===== src/rtl/fft_reorder.sv =====
// rtl/fft_reorder.sv - ping-pong bit-reversal reorder buffer for radix-2 FFT output
module fft_reorder #(
  parameter int DATA_WIDTH = 9,
  parameter int N_LOG2     = 3
) (
  input  logic                         clk,
  input  logic                         rst,
  input  logic                         in_valid,
  output logic                         in_ready,
  input  logic signed [DATA_WIDTH-1:0] in_real,
  input  logic signed [DATA_WIDTH-1:0] in_imag,
  output logic                         out_valid,
  input  logic                         out_ready,
  output logic signed [DATA_WIDTH-1:0] out_real,
  output logic signed [DATA_WIDTH-1:0] out_imag,
  output logic        [N_LOG2-1:0]     out_index,
  output logic                         out_last
);

  localparam int N = 1 << N_LOG2;
  localparam logic [N_LOG2-1:0] LAST = N_LOG2'(N - 1);

  logic signed [DATA_WIDTH-1:0] mem_real [2][N];
  logic signed [DATA_WIDTH-1:0] mem_imag [2][N];

  logic              wr_bank, rd_bank;
  logic [N_LOG2-1:0] wcnt, rcnt;
  logic [1:0]        bank_full, bank_full_next;
  logic              wr_fire, load;

  function automatic logic [N_LOG2-1:0] bitrev(input logic [N_LOG2-1:0] v);
    logic [N_LOG2-1:0] r;
    for (int i = 0; i < N_LOG2; i++) r[i] = v[N_LOG2-1-i];
    return r;
  endfunction

  assign in_ready = !bank_full[wr_bank];
  assign wr_fire  = in_valid && in_ready;
  assign load     = bank_full[rd_bank] && (!out_valid || out_ready);

  // A set needs the flag clear and a clear needs it set, so both edits never hit one bank.
  always_comb begin
    bank_full_next = bank_full;
    if (wr_fire && wcnt == LAST) bank_full_next[wr_bank] = 1'b1;
    if (load && rcnt == LAST)    bank_full_next[rd_bank] = 1'b0;
  end

  always_ff @(posedge clk) begin
    if (wr_fire) begin
      mem_real[wr_bank][bitrev(wcnt)] <= in_real;
      mem_imag[wr_bank][bitrev(wcnt)] <= in_imag;
    end
  end

  always_ff @(posedge clk or posedge rst) begin
    if (rst) begin
      wr_bank   <= 1'b0;
      rd_bank   <= 1'b0;
      wcnt      <= '0;
      rcnt      <= '0;
      bank_full <= '0;
    end else begin
      bank_full <= bank_full_next;
      if (wr_fire) begin
        wcnt <= wcnt + 1'b1;
        if (wcnt == LAST) wr_bank <= ~wr_bank;
      end
      if (load) begin
        rcnt <= rcnt + 1'b1;
        if (rcnt == LAST) rd_bank <= ~rd_bank;
      end
    end
  end

  always_ff @(posedge clk or posedge rst) begin
    if (rst) begin
      out_valid <= 1'b0;
      out_last  <= 1'b0;
      out_index <= '0;
      out_real  <= '0;
      out_imag  <= '0;
    end else if (load) begin
      out_valid <= 1'b1;
      out_real  <= mem_real[rd_bank][rcnt];
      out_imag  <= mem_imag[rd_bank][rcnt];
      out_index <= rcnt;
      out_last  <= (rcnt == LAST);
    end else if (out_valid && out_ready) begin
      out_valid <= 1'b0;
    end
  end

endmodule


===== config.mk =====
export PLATFORM = sky130hd
export DESIGN_NAME = fft_reorder
export DESIGN_NICKNAME = d
export VERILOG_FILES = /design/src/rtl/fft_reorder.sv
export SDC_FILE = /design/constraint.sdc
export NUM_CORES = 1
export LEC_CHECK = 0
export CAP_MARGIN = 30
export CORE_ASPECT_RATIO = 1.4
export CORE_MARGIN = 10
export CORE_UTILIZATION = 40
export CTS_BUF_LIST = sky130_fd_sc_hd__clkbuf_8
export CTS_CLUSTER_DIAMETER = 60
export DETAILED_ROUTE_END_ITERATION = 16
export PLACE_DENSITY = 0.61
export SETUP_SLACK_MARGIN = 0.02
export SLEW_MARGIN = 15
export SYNTH_ARGS = -nofsm -noshare
export SYNTH_HDL_FRONTEND = slang
export SYNTH_SLANG_ARGS = --single-unit
export TNS_END_PERCENT = 100

===== constraint.sdc =====
create_clock -name clk -period 3.7 [get_ports clk]
set_clock_uncertainty 0.15 [all_clocks]
set_input_delay 0.925 -clock clk [delete_from_list [all_inputs] [get_ports clk]]
set_output_delay 0.925 -clock clk [all_outputs]
set_load 0.1 [all_outputs]

# Word-level counts from Yosys, hierarchy flattened
# Memories as Yosys holds them, arrays and structs flattened.
# Cells that the tools add are included.
# word_totals
regBits	33
ramBits	288
inputBits	22
out_inout_bits	24
word_cells	66
n_memories	2
# classes
add_sub_neg	2
n_lt_le_gt_ge	7
eq_ne	2
mux	22
bitwise_logic	7
reduce_logical	14
# mem_list
memory	words	width	read_ports	rd_clocked_by_memory_dff	write_ports	line	source
mem_imag	2	72	1	0	1	24	logic signed [DATA_WIDTH-1:0] mem_imag [2][N];
mem_real	2	72	1	0	1	23	logic signed [DATA_WIDTH-1:0] mem_real [2][N];
# ops
cell	n
$mux W72	1
$bmux W9 S3	2
$mux W9	5
$demux W9 S3	1
$mux W1	9
$ge A4 B4 Y1 const B	2
$logic_and A1 B1 Y1	8
$not A3 Y4	2
$add A3 B1 Y3 const B	2
$eq A3 B3 Y1 const B	2
$lt A1 B2 Y1 const B	2
$lt A4 B1 Y1 const B	1
$mux W2	2
$reduce_and A2 Y1	2
$and A2 B2 Y2	1
$demux W1 S1	2
$ge A1 B1 Y1 const B	2
$logic_not A1 Y1	2
$not A1 Y1	2
$not A2 Y2	1
$or A2 B2 Y2	1
$reduce_bool A2 Y1	1
$logic_or A1 B1 Y1	1

# Longest topological paths before layout
# Gate-level depths: netlist of the first run.
# depth
depth_word	8
mapped_depth	7
depth_no_buf	5

# Least setup slack after synthesis of the first run
# Ideal clock, no wire load.
# synth_timing
kind	flip-flop to flip-flop
from	reg bank_full[0]
to	mem mem_imag[0][0] in the netlist's numbering (enable)
setup_time_ps	393
arrival_time_ps	3234
required_time_ps	3157
slack_ps	-76
stages_incl_launch_ff	5
n_path_buf	1
synth_period_minus_slack_ps	3776
cell_sequence	dfrtp_1 > clkbuf_2 > mux2i_1 > nand3_1 > nor2_1
# synth_via
elab_chain_len	6
# synth_lines
item	line	source
start: declaration	28	logic [1:0] bank_full, bank_full_next;
start signal: assignment	63	bank_full <= bank_full_next;
$mux W1 (implied by the code) (2 in series)	37	assign in_ready = !bank_full[wr_bank];
$logic_not A1 Y1	37	
net in_ready	9	output logic in_ready,
$logic_and A1 B1 Y1	38	assign wr_fire = in_valid && in_ready;
$mux W1	49	if (wr_fire) begin
$mux W72 (implied by the code)	51	mem_imag[wr_bank][bitrev(wcnt)] <= in_imag;
end: declaration	24	
# The timed path passes the listed nets, and every way through them passes these cells. The select of a mux whose other input is x is not followed.

# Final worst setup path of the first run
# layout_timing
from	reg wr_bank
to	out in_ready
# layout_via
elab_chain_len	3
# layout_lines
item	line	source
start: declaration	26	logic wr_bank, rd_bank;
start signal: assignment	66	if (wcnt == LAST) wr_bank <= ~wr_bank;
$mux W1 (implied by the code) (2 in series)	37	
$logic_not A1 Y1	37	
end: declaration	9	
# No other way between the ends. The select of a mux whose other input is x is not followed.

==> results of run 1 <==
==> worst max-delay path: stages (launching register included) <==
cell	delay (ns)
sky130_fd_sc_hd__dfrtp_1	0.63
sky130_fd_sc_hd__mux2i_2	0.36
sky130_fd_sc_hd__buf_4	0.35
==> per-stage QoR <==
| stage | hold WS (ns) | util | std cells | area [um^2] | total power [mW] |
|---|---|---|---|---|---|
| floorplan | 0.348 | - | 573 | 12300 | 7.44 |
| global placement | 0.343 | 0.435 | 1008 | 13300 | 8.36 |
| detailed placement | 0.340 | 0.435 | 1008 | 13300 | 8.42 |
| CTS | 0.355 | 0.461 | 1089 | 14100 | 10.9 |
| global route | 0.382 | 0.462 | 1090 | 14100 | 11.2 |
| finish | 0.353 | 0.462 | 1091 | 14200 | 10.8 |
==> final cells by class <==
type                    count  area share
flip-flops and latches    321       0.670
multi-input cells         216       0.190
clock buffers              49      0.0477
repair buffers             78      0.0474
well taps                 390      0.0345
clock inverters            32     0.00928
inverters                   4     0.00106
diodes                      1    0.000177
==> power breakdown <==
group	internal, mW	switching (mW)	leakage [nW]	total [mW]
sequential	4.35	0.467	2.98	4.82
combinational	1.29	2.19	1.20	3.48
clock	1.22	1.25	0.482	2.47
total	6.86	3.90	4.66	10.8
==> cell families after synthesis <==
kind of cell / share of synthesized area
DFF: 0.769
muxes: 0.150
and+or+nand+nor: 0.0264
AOI/OAI and AO/OA: 0.0253
buffers and inverters: 0.0183
adders and majority gates: 0.00813
xor gates and xnor gates: 0.00284
==> worst paths after layout <==
check                      slack, ns           to  cells past startpoint      from
setup / recovery                0.73     in_ready                      2   wr_bank
hold reg to reg                 0.35     out_last                      2  out_last
min in group asynchronous       0.42      wcnt[1]                      2       rst
max in group asynchronous       2.42  out_imag[3]                      4       rst
setup reg to reg                1.18  out_imag[0]                      4   rd_bank
hold / removal                  0.35     out_last                      2  out_last
==> synthesized netlist by cell type (all sizes together) <==
cell type,number,area share
and2,1,0.00051
a221oi,10,0.0071
xnor2,4,0.0028
a31oi,2,0.0010
a21o,1,0.00061
o211ai,7,0.0043
nor3,7,0.0028
nand3,1,0.00041
nor2b,2,0.0010
o22ai,10,0.0051
a22oi,7,0.0043
nor4b,1,0.0012
nand2,29,0.0088
edfxtp,288,0.70
dfrtp,33,0.067
o21ai,1,0.00041
or3,1,0.00051
a2111oi,1,0.0012
inv,4,0.0012
nand2b,3,0.0015
o22a,1,0.00071
buf,20,0.013
mux4,72,0.13
nor2,19,0.0060
mux2i,20,0.017
ha,8,0.0081
a211oi,1,0.00061
or2,2,0.0010
mux2,1,0.00091
clkbuf,12,0.0038
nor4,4,0.0025
==> layout by cell type (no fill, tap or decap), types with 8 or more instances in the layout <==
master and instances:
sky130_fd_sc_hd__a221oi_1 10, sky130_fd_sc_hd__buf_4 55, sky130_fd_sc_hd__clkbuf_8 49, sky130_fd_sc_hd__clkdlybuf4s50_1 21, sky130_fd_sc_hd__clkinv_1 8, sky130_fd_sc_hd__dfrtp_1 30, sky130_fd_sc_hd__edfxtp_1 288, sky130_fd_sc_hd__ha_1 8
sky130_fd_sc_hd__inv_1 23, sky130_fd_sc_hd__mux2i_1 18, sky130_fd_sc_hd__mux4_2 72, sky130_fd_sc_hd__nand2_1 29, sky130_fd_sc_hd__nor2_1 12, sky130_fd_sc_hd__o22ai_1 10
==> state kept, by name, indices dropped and copies added, names as in the netlist <==
| name | cells |
|---|---|
| wcnt | 3 |
| bank_full | 2 |
| out_imag | 9 |
| rcnt | 3 |
| rd_bank | 1 |
| mem_imag | 144 |
| out_last | 1 |
| out_valid | 1 |
| out_real | 9 |
| mem_real | 144 |
| wr_bank | 1 |
| out_index | 3 |
==> metal layers <==
| layer | wire (um) | vias to the layer above | part of all wire | track usage |
|---|---|---|---|---|
| li1 | - | 2554 | - | - |
| met1 | 9840 | 3056 | 0.37 | 0.152 |
| met2 | 14800 | 160 | 0.56 | 0.258 |
| met3 | 1110 | 48 | 0.042 | 0.0251 |
| met4 | 912 | 0 | 0.034 | 0.0574 |
| met5 | 0 | - | 0 | 0 |
==> summary.md, run 1 <==
### CTS
• **clock transition at the register clock pins on the worst setup and hold paths after CTS** 0.07 ns
• **CTS Buf Count** 45
• **post-CTS setup buffers** 0
• **clock sinks** 321
• **deepest level of the CTS H-tree** 2
• **post-cts sizing count** 0
• **clock tree from TritonCTS** done
• **Max Root-Sink Buffers** 3
• **cell chosen for the clock root** sky130_fd_sc_hd__clkbuf_8
• **clk_lat worst skew** 0.57 ns
• **number of buffers inserted by hold repair at cts** 0

### Timing
• **ratio of final minimum period to clock period** 0.803
• **Final TNS setup** 0 ns
• **Hold Vio Cnt, Final** 0
• **maximum achievable frequency** 337 MHz
• **final setup margin** 0.730 ns
• **total count of max-transition violations in the final report** 0
• **final count of negative-setup-slack endpoints** 0
• **worst max-slew margin expressed relative to the limit** 0.398
• **slew at the pin closest to its max-slew limit** 0.902 ns
• **unrepaired setup endpoints after global routing** false
• **final worst path period need** 2.97 ns

### Floorplan
• **I/O pin cnt** 46
• **Core Area** 30,600 um^2
• **row count** 76
• **Initial Util** 0.402
• **die outline area** 38,300 um^2
• **vertical die dimension** 228 um
• **Die W** 168 um

### Routing
• **DRC violation count after routing** 0
• **Antenna Violating Nets Remaining** 0
• **Detailed Route WL** 26,700 um
• **number of DRC violations after detailed-routing iteration 0** 368
• **via count of the routed design** 5,818
• **per-cell via count in the routed design** 5.33
• **DR pass1 iterations** 4
• **routed length per instance** 24.5 um

### Synth
• **Syn Area/Cell** 21.5 um^2
• **number of standard cells after synthesis** 573
• **proportion of synthesized chip area in sequential cells** 0.769
• **total number of yosys warnings** 0
• **number of nets in the synthesized netlist** 603
• **mapped cell area** 12,300 um^2
• **register bit total from synthesis** 321
• **number of distinct library cells after synthesis** 40

### Global routing
• **residual overflow from global routing** 0
• **number of antenna violations at the first check in global routing** 0
• **largest net degree at the start of global routing** 35
• **All-Layer GR Usage** 0.139
• **vias in the first global route** 6,251
• **wire length of the first global-routing pass** 39,700 um

### Setup path
• **Critical Path End Type** output pin
• **crit-path max FO** 11
• **data arrival time at the worst-slack endpoint** 1.90 ns
• **crit start category** flip-flop
• **Setup Crit Path Kind** reg -> out
• **Worst Path Required** 2.62 ns

### Power
• **PD cells** 760 nW/um^2
• **largest voltage drop on the vdd net** 0.000315 V
• **leakage power of the design** 4.66 nW

### Cells and area
• **filler instances** 2,587
• **area growth from synthesis to final layout** 14.9%
• **sequential standard cell area** 9480 um^2
• **# nets final** 696
• **ratio of cells with drive above 1 in the final layout** 0.300
• **multi-input combinational cell area** 2690 um^2

### Job
• **max-cap check violation count** 0

### Placed design
• **Buffers on Ports** 45
• **HPWL reported at the end of detailed placement** 17,000 um
• **worst setup timing slack at the placement stage** 0.756 ns
• **weighted congestion at the end of routability-driven global placement** 0.793

### Outcome
• **outcome** finished, final reports clean

### Min path
• **HP Class** reg -> reg

Note: power is estimated with default switching activity, not from simulation.
==> run 2: changes to the inputs <==
==> constraint.sdc (replaced) <==
create_clock -name clk -period 3.1 [get_ports clk]
set_clock_uncertainty 0.15 [all_clocks]
set_input_delay 0.775 -clock clk [delete_from_list [all_inputs] [get_ports clk]]
set_output_delay 0.775 -clock clk [all_outputs]
set_load 0.1 [all_outputs]
==> run 2 against run 1 <==
First-iteration DRC count is 17% higher. Register-to-register slack worse by 0.40 ns. Sequential share of layout area is 0.73 points lower. Core utilization is 0.51 points higher. Sequential power is 17% higher.
==> summary.md, run 2 (synthesis results as in run 1) <==
### Timing
• **ratio of final minimum period to clock period** 0.922
• **total count of max-transition violations in the final report** 0
• **final worst path period need** 2.86 ns
• **unrepaired setup endpoints after global routing** false
• **Hold Vio Cnt, Final** 0
• **maximum achievable frequency** 350 MHz
• **worst max-slew margin expressed relative to the limit** 0.410
• **final count of negative-setup-slack endpoints** 0
• **slew at the pin closest to its max-slew limit** 0.880 ns
• **Final TNS setup** 0 ns

### Routing
• **DRC violation count after routing** 0
• **number of DRC violations after detailed-routing iteration 0** 431
• **via count of the routed design** 5,877
• **Antenna Violating Nets Remaining** 0
• **per-cell via count in the routed design** 5.37
• **routed length per instance** 23.4 um
• **Detailed Route WL** 25,600 um
• **DR pass1 iterations** 4

### Setup path
• **Worst setup endpoint** in_ready
• **data arrival time at the worst-slack endpoint** 1.93 ns
• **launch point of the worst path** wr_bank
• **minimum setup slack among reg-to-reg paths** 0.78 ns
• **Setup Crit Path Kind** reg -> out
• **Worst Path Required** 2.17 ns
• **capture point of the worst reg-to-reg path** out_imag[5]
• **launch point of the worst reg-to-reg path** rd_bank
• **Critical Path End Type** output pin
• **depth of the worst register-to-register path** 4
• **crit-path max FO** 11
• **crit start category** flip-flop

### Power
• **internal power component** 8.50 mW
• **largest voltage drop on the vdd net** 0.000459 V
• **leakage power of the design** 4.71 nW
• **PD cells** 918 nW/um^2
• **sw power** 4.63 mW
• **fraction of power consumed by the clock network** 0.246
• **switching power as a share of total power** 0.353
• **Comb pwr share** 0.324
• **power share of the sequential group** 0.430

### CTS
• **cell chosen for the clock root** sky130_fd_sc_hd__clkbuf_8
• **CTS Buf Count** 46
• **clock tree from TritonCTS** done
• **Max Root-Sink Buffers** 3
• **clock transition at the register clock pins on the worst setup and hold paths after CTS** 0.06 ns
• **deepest level of the CTS H-tree** 2
• **number of buffers inserted by hold repair at cts** 0
• **clock sinks** 321
• **clk_lat worst skew** 0.58 ns
• **post-CTS setup buffers** 0
• **post-cts sizing count** 0

### Global routing
• **All-Layer GR Usage** 0.135
• **residual overflow from global routing** 0
• **wire length of the first global-routing pass** 39,200 um
• **number of antenna violations at the first check in global routing** 1
• **vias in the first global route** 6,477
• **largest net degree at the start of global routing** 50

### Outcome
• **outcome** finished, final reports clean

### Floorplan
• **vertical die dimension** 228 um
• **I/O pin cnt** 46
• **row count** 76
• **Die W** 168 um
• **Initial Util** 0.402
• **die outline area** 38,300 um^2
• **Core Area** 30,600 um^2

### Cells and area
• **# nets final** 699
• **most common cell after layout, fill and taps aside** sky130_fd_sc_hd__edfxtp_1
• **largest registers** mem_imag: 144 flops, mem_real: 144 flops
• **Final Instance Count excl. Fillers** 1,095
• **area growth from synthesis to final layout** 16.2%
• **highest-count cells in the layout ignoring fill and taps** sky130_fd_sc_hd__edfxtp_1, sky130_fd_sc_hd__mux4_2, sky130_fd_sc_hd__buf_4
• **ratio of cells with drive above 1 in the final layout** 0.310

### Placed design
• **Buffers on Ports** 45
• **weighted congestion at the end of routability-driven global placement** 0.771
• **dpl cells** 1,011
• **HPWL reported at the end of detailed placement** 16,300 um

### Min path
• **HP Class** reg -> reg

### Job
• **max-cap check violation count** 0

==> run 2: how the worst min path moves through the flow <==
stage                             from            to  depth (start not counted)
after floorplan                wcnt[0]       wcnt[0]                          1
after global placement    out_index[2]  out_index[2]                          2
after detailed placement      out_last      out_last                          2
after CTS                     out_last      out_last                          2
after global routing          out_last      out_last                          2
final                         out_last      out_last                          2
==> run 2: power by group through the flow <==
stage	Combinational [mW]	Clock (mW)	Sequential, mW
after floorplan	2.48	0	6.43
after global placement	4.26	0	5.72
after detailed placement	4.33	0	5.75
after CTS	4.33	3.32	5.66
after global routing	4.52	3.50	5.71
final	4.25	3.23	5.64
==> run 2: cell type report <==
| class | count | area (um^2) |
|---|---|---|
| Tap cell | 390 | 488 |
| Antenna cell | 1 | 2.50 |
| Inverter | 4 | 15.0 |
| Clock inverter | 31 | 179 |
| Timing Repair Buffer | 80 | 703 |
| Sequential cell | 321 | 9480 |
| Fill cell | 2585 | 16300 |
| Multi-Input combinational cell | 216 | 2730 |
| Clock buffer | 52 | 716 |
==> run 2: worst max-delay path: stages (launching register included) <==
cell and delay (ns):
sky130_fd_sc_hd__dfrtp_1 0.74, sky130_fd_sc_hd__mux2i_4 0.41, sky130_fd_sc_hd__buf_12 0.21
==> run 2: layer usage <==
| layer | part of all wire | track usage | wire (um) |
|---|---|---|---|
| met5 | 0 | 0 | 0 |
| met3 | 0.042 | 0.0244 | 1090 |
| met2 | 0.55 | 0.247 | 14000 |
| met1 | 0.38 | 0.150 | 9700 |
| met4 | 0.034 | 0.0622 | 871 |
==> run 2: per-stage QoR <==
step                worst slack, ns   util  total power [mW]  hold WS [ns]  area [um^2]
floorplan                    0.0722      -              8.90         0.348        12300
global route                  0.167  0.467              13.7         0.365        14300
CTS                           0.205  0.467              13.3         0.343        14300
global placement              0.413  0.438              9.98         0.314        13400
finish                        0.241  0.467              13.1         0.335        14300
detailed placement            0.312  0.438              10.1         0.326        13400
==> run 3: changes to the inputs <==
--- a/config.mk
+++ b/config.mk
@@ -8,11 +8,11 @@
 export CAP_MARGIN = 30
 export CORE_ASPECT_RATIO = 1.4
 export CORE_MARGIN = 10
-export CORE_UTILIZATION = 40
+export CORE_UTILIZATION = 55
 export CTS_BUF_LIST = sky130_fd_sc_hd__clkbuf_8
 export CTS_CLUSTER_DIAMETER = 60
 export DETAILED_ROUTE_END_ITERATION = 16
-export PLACE_DENSITY = 0.61
+export PLACE_DENSITY = 0.84
 export SETUP_SLACK_MARGIN = 0.02
 export SLEW_MARGIN = 15
 export SYNTH_ARGS = -nofsm -noshare
==> run 3 against run 2 <==
Power down 1.8%. Sequential power about the same. Clock power down 9.0%. Sequential share of layout area up 0.98 points.
==> summary.md, run 3 (synthesis results as in run 1) <==
### Outcome
• **outcome** finished, final reports clean

### Placed design
• **worst setup timing slack at the placement stage** 0.387 ns
• **weighted congestion at the end of routability-driven global placement** 0.811
• **placed cell areas** 13,300 um^2
• **Buffers on Ports** 45
• **HPWL reported at the end of detailed placement** 15,400 um

### CTS
• **CTS Buf Count** 43
• **clk_lat worst skew** 0.54 ns
• **cell chosen for the clock root** sky130_fd_sc_hd__clkbuf_8
• **clock sinks** 321
• **number of buffers inserted by hold repair at cts** 0
• **post-CTS setup buffers** 0
• **post-cts sizing count** 0
• **clock transition at the register clock pins on the worst setup and hold paths after CTS** 0.06 ns
• **Max Root-Sink Buffers** 3
• **clock tree from TritonCTS** done
• **deepest level of the CTS H-tree** 2

### Setup path
• **Critical Path End Type** output pin
• **minimum setup slack among reg-to-reg paths** 0.78 ns
• **crit start category** flip-flop
• **count of buffer and inverter cells on the critical path** 1
• **Worst path slowest cell** sky130_fd_sc_hd__dfrtp_1
• **cell chain of the critical path** mux2i_4, buf_12
• **biggest cell delay along the critical path** 0.75 ns
• **Crit path max-delay family** flip-flops
• **Worst Path Required** 2.17 ns
• **crit-path max FO** 11
• **Setup Crit Path Kind** reg -> out
• **data arrival time at the worst-slack endpoint** 1.91 ns

### Routing
• **Antenna Violating Nets Remaining** 0
• **via count of the routed design** 5,957
• **WL met1** 8910 um
• **DR pass1 iterations** 5
• **sum of met3 wire segment lengths after detailed routing** 1390 um
• **number of DRC violations after detailed-routing iteration 0** 534
• **per-cell via count in the routed design** 6.01
• **top layer reached by signal wires** met4
• **Detail Route met2 WL** 13,800 um
• **routed length per instance** 25.2 um
• **DRC violation count after routing** 0
• **Detailed Route WL** 25,000 um

### Cells and area
• **final std cell area, no fill** 14,100 um^2
• **most common cell after layout, fill and taps aside** sky130_fd_sc_hd__edfxtp_1
• **antenna cells** 0
• **largest registers** mem_imag: 144 flops, mem_real: 144 flops
• **# nets final** 693
• **ratio of cells with drive above 1 in the final layout** 0.304
• **highest-count cells in the layout ignoring fill and taps** sky130_fd_sc_hd__edfxtp_1, sky130_fd_sc_hd__mux4_2, sky130_fd_sc_hd__buf_4
• **area growth from synthesis to final layout** 14.5%

### Floorplan
• **I/O pin cnt** 46
• **row count** 64
• **die outline area** 28,900 um^2
• **vertical die dimension** 197 um
• **Initial Util** 0.561
• **Die W** 146 um
• **Core Area** 21,900 um^2

### Min path
• **HP Class** reg -> reg

### Global routing
• **largest net degree at the start of global routing** 45
• **wire length of the first global-routing pass** 38,400 um
• **residual overflow from global routing** 0
• **number of antenna violations at the first check in global routing** 0
• **All-Layer GR Usage** 0.175
• **vias in the first global route** 6,514

### Timing
• **Hold Vio Cnt, Final** 0
• **unrepaired setup endpoints after global routing** false
• **slew at the pin closest to its max-slew limit** 0.903 ns
• **worst max-slew margin expressed relative to the limit** 0.398
• **final worst path period need** 2.83 ns
• **total count of max-transition violations in the final report** 0
• **ratio of final minimum period to clock period** 0.913
• **final setup margin** 0.269 ns
• **final count of negative-setup-slack endpoints** 0
• **maximum achievable frequency** 353 MHz
• **worst hold slack** 0.337 ns
• **Final TNS setup** 0 ns

### Job
• **max-cap check violation count** 0

### Power
• **largest voltage drop on the vdd net** 0.000693 V
• **total chip power** 12.9 mW
• **PD cells** 914 nW/um^2
• **leakage power of the design** 4.66 nW

## run 3: cell count changes in the layout (fill, tap and decap cells not counted)
cell                         before  now
sky130_fd_sc_hd__clkinv_1        10    5
sky130_fd_sc_hd__buf_4           55   50
sky130_fd_sc_hd__clkinvlp_4       1    3
sky130_fd_sc_hd__buf_12           4    6
sky130_fd_sc_hd__inv_1           17   20
sky130_fd_sc_hd__diode_2          1    0
sky130_fd_sc_hd__clkbuf_8        52   47
sky130_fd_sc_hd__bufinv_16        2    1
## run 3: per-stage QoR
| step | utilization | std cells |
|---|---|---|
| CTS | 0.643 | 992 |
| detailed placement | 0.606 | 915 |
| global placement | 0.606 | 915 |
| finish | 0.643 | 992 |
| global route | 0.643 | 992 |
| floorplan | - | 573 |
## run 3: final cells by class
cell class,count,area (um^2)
Timing Repair Buffer,77,706
Tap cell,297,372
Inverter,4,15.0
Fill cell,1425,7840
Sequential cell,321,9480
Clock buffer,47,647
Multi-Input combinational cell,216,2730
Clock inverter,30,156
## run 3: where the power goes
group	switching, mW	internal, mW
Sequential	0.448	5.19
Clock	1.46	1.48
Combinational	2.70	1.62
## run 3: final timing paths
kind	end	start	cells after the start
max in group asynchronous	rd_bank	rst	3
setup reg to reg	out_imag[5]	bank_full[0]	4
min in group asynchronous	out_valid	rst	3
hold / removal	out_index[2]	out_index[2]	2
setup / recovery	in_ready	wr_bank	2
hold reg to reg	out_index[2]	out_index[2]	2
## run 3: layer usage
layer,global-route usage,up-vias
li1,-,2548
met1,0.202,3107
met2,0.315,253
met3,0.0261,49
met4,0.0806,0
met5,0,-
## run 3: tightest hold or removal path, delay by kind of cell, from the launching register on
| kind | cells | cell delay (ns) |
|---|---|---|
| AND/OR/NAND/NOR | 2 | 0.11 |
| flip-flops | 1 | 0.34 |
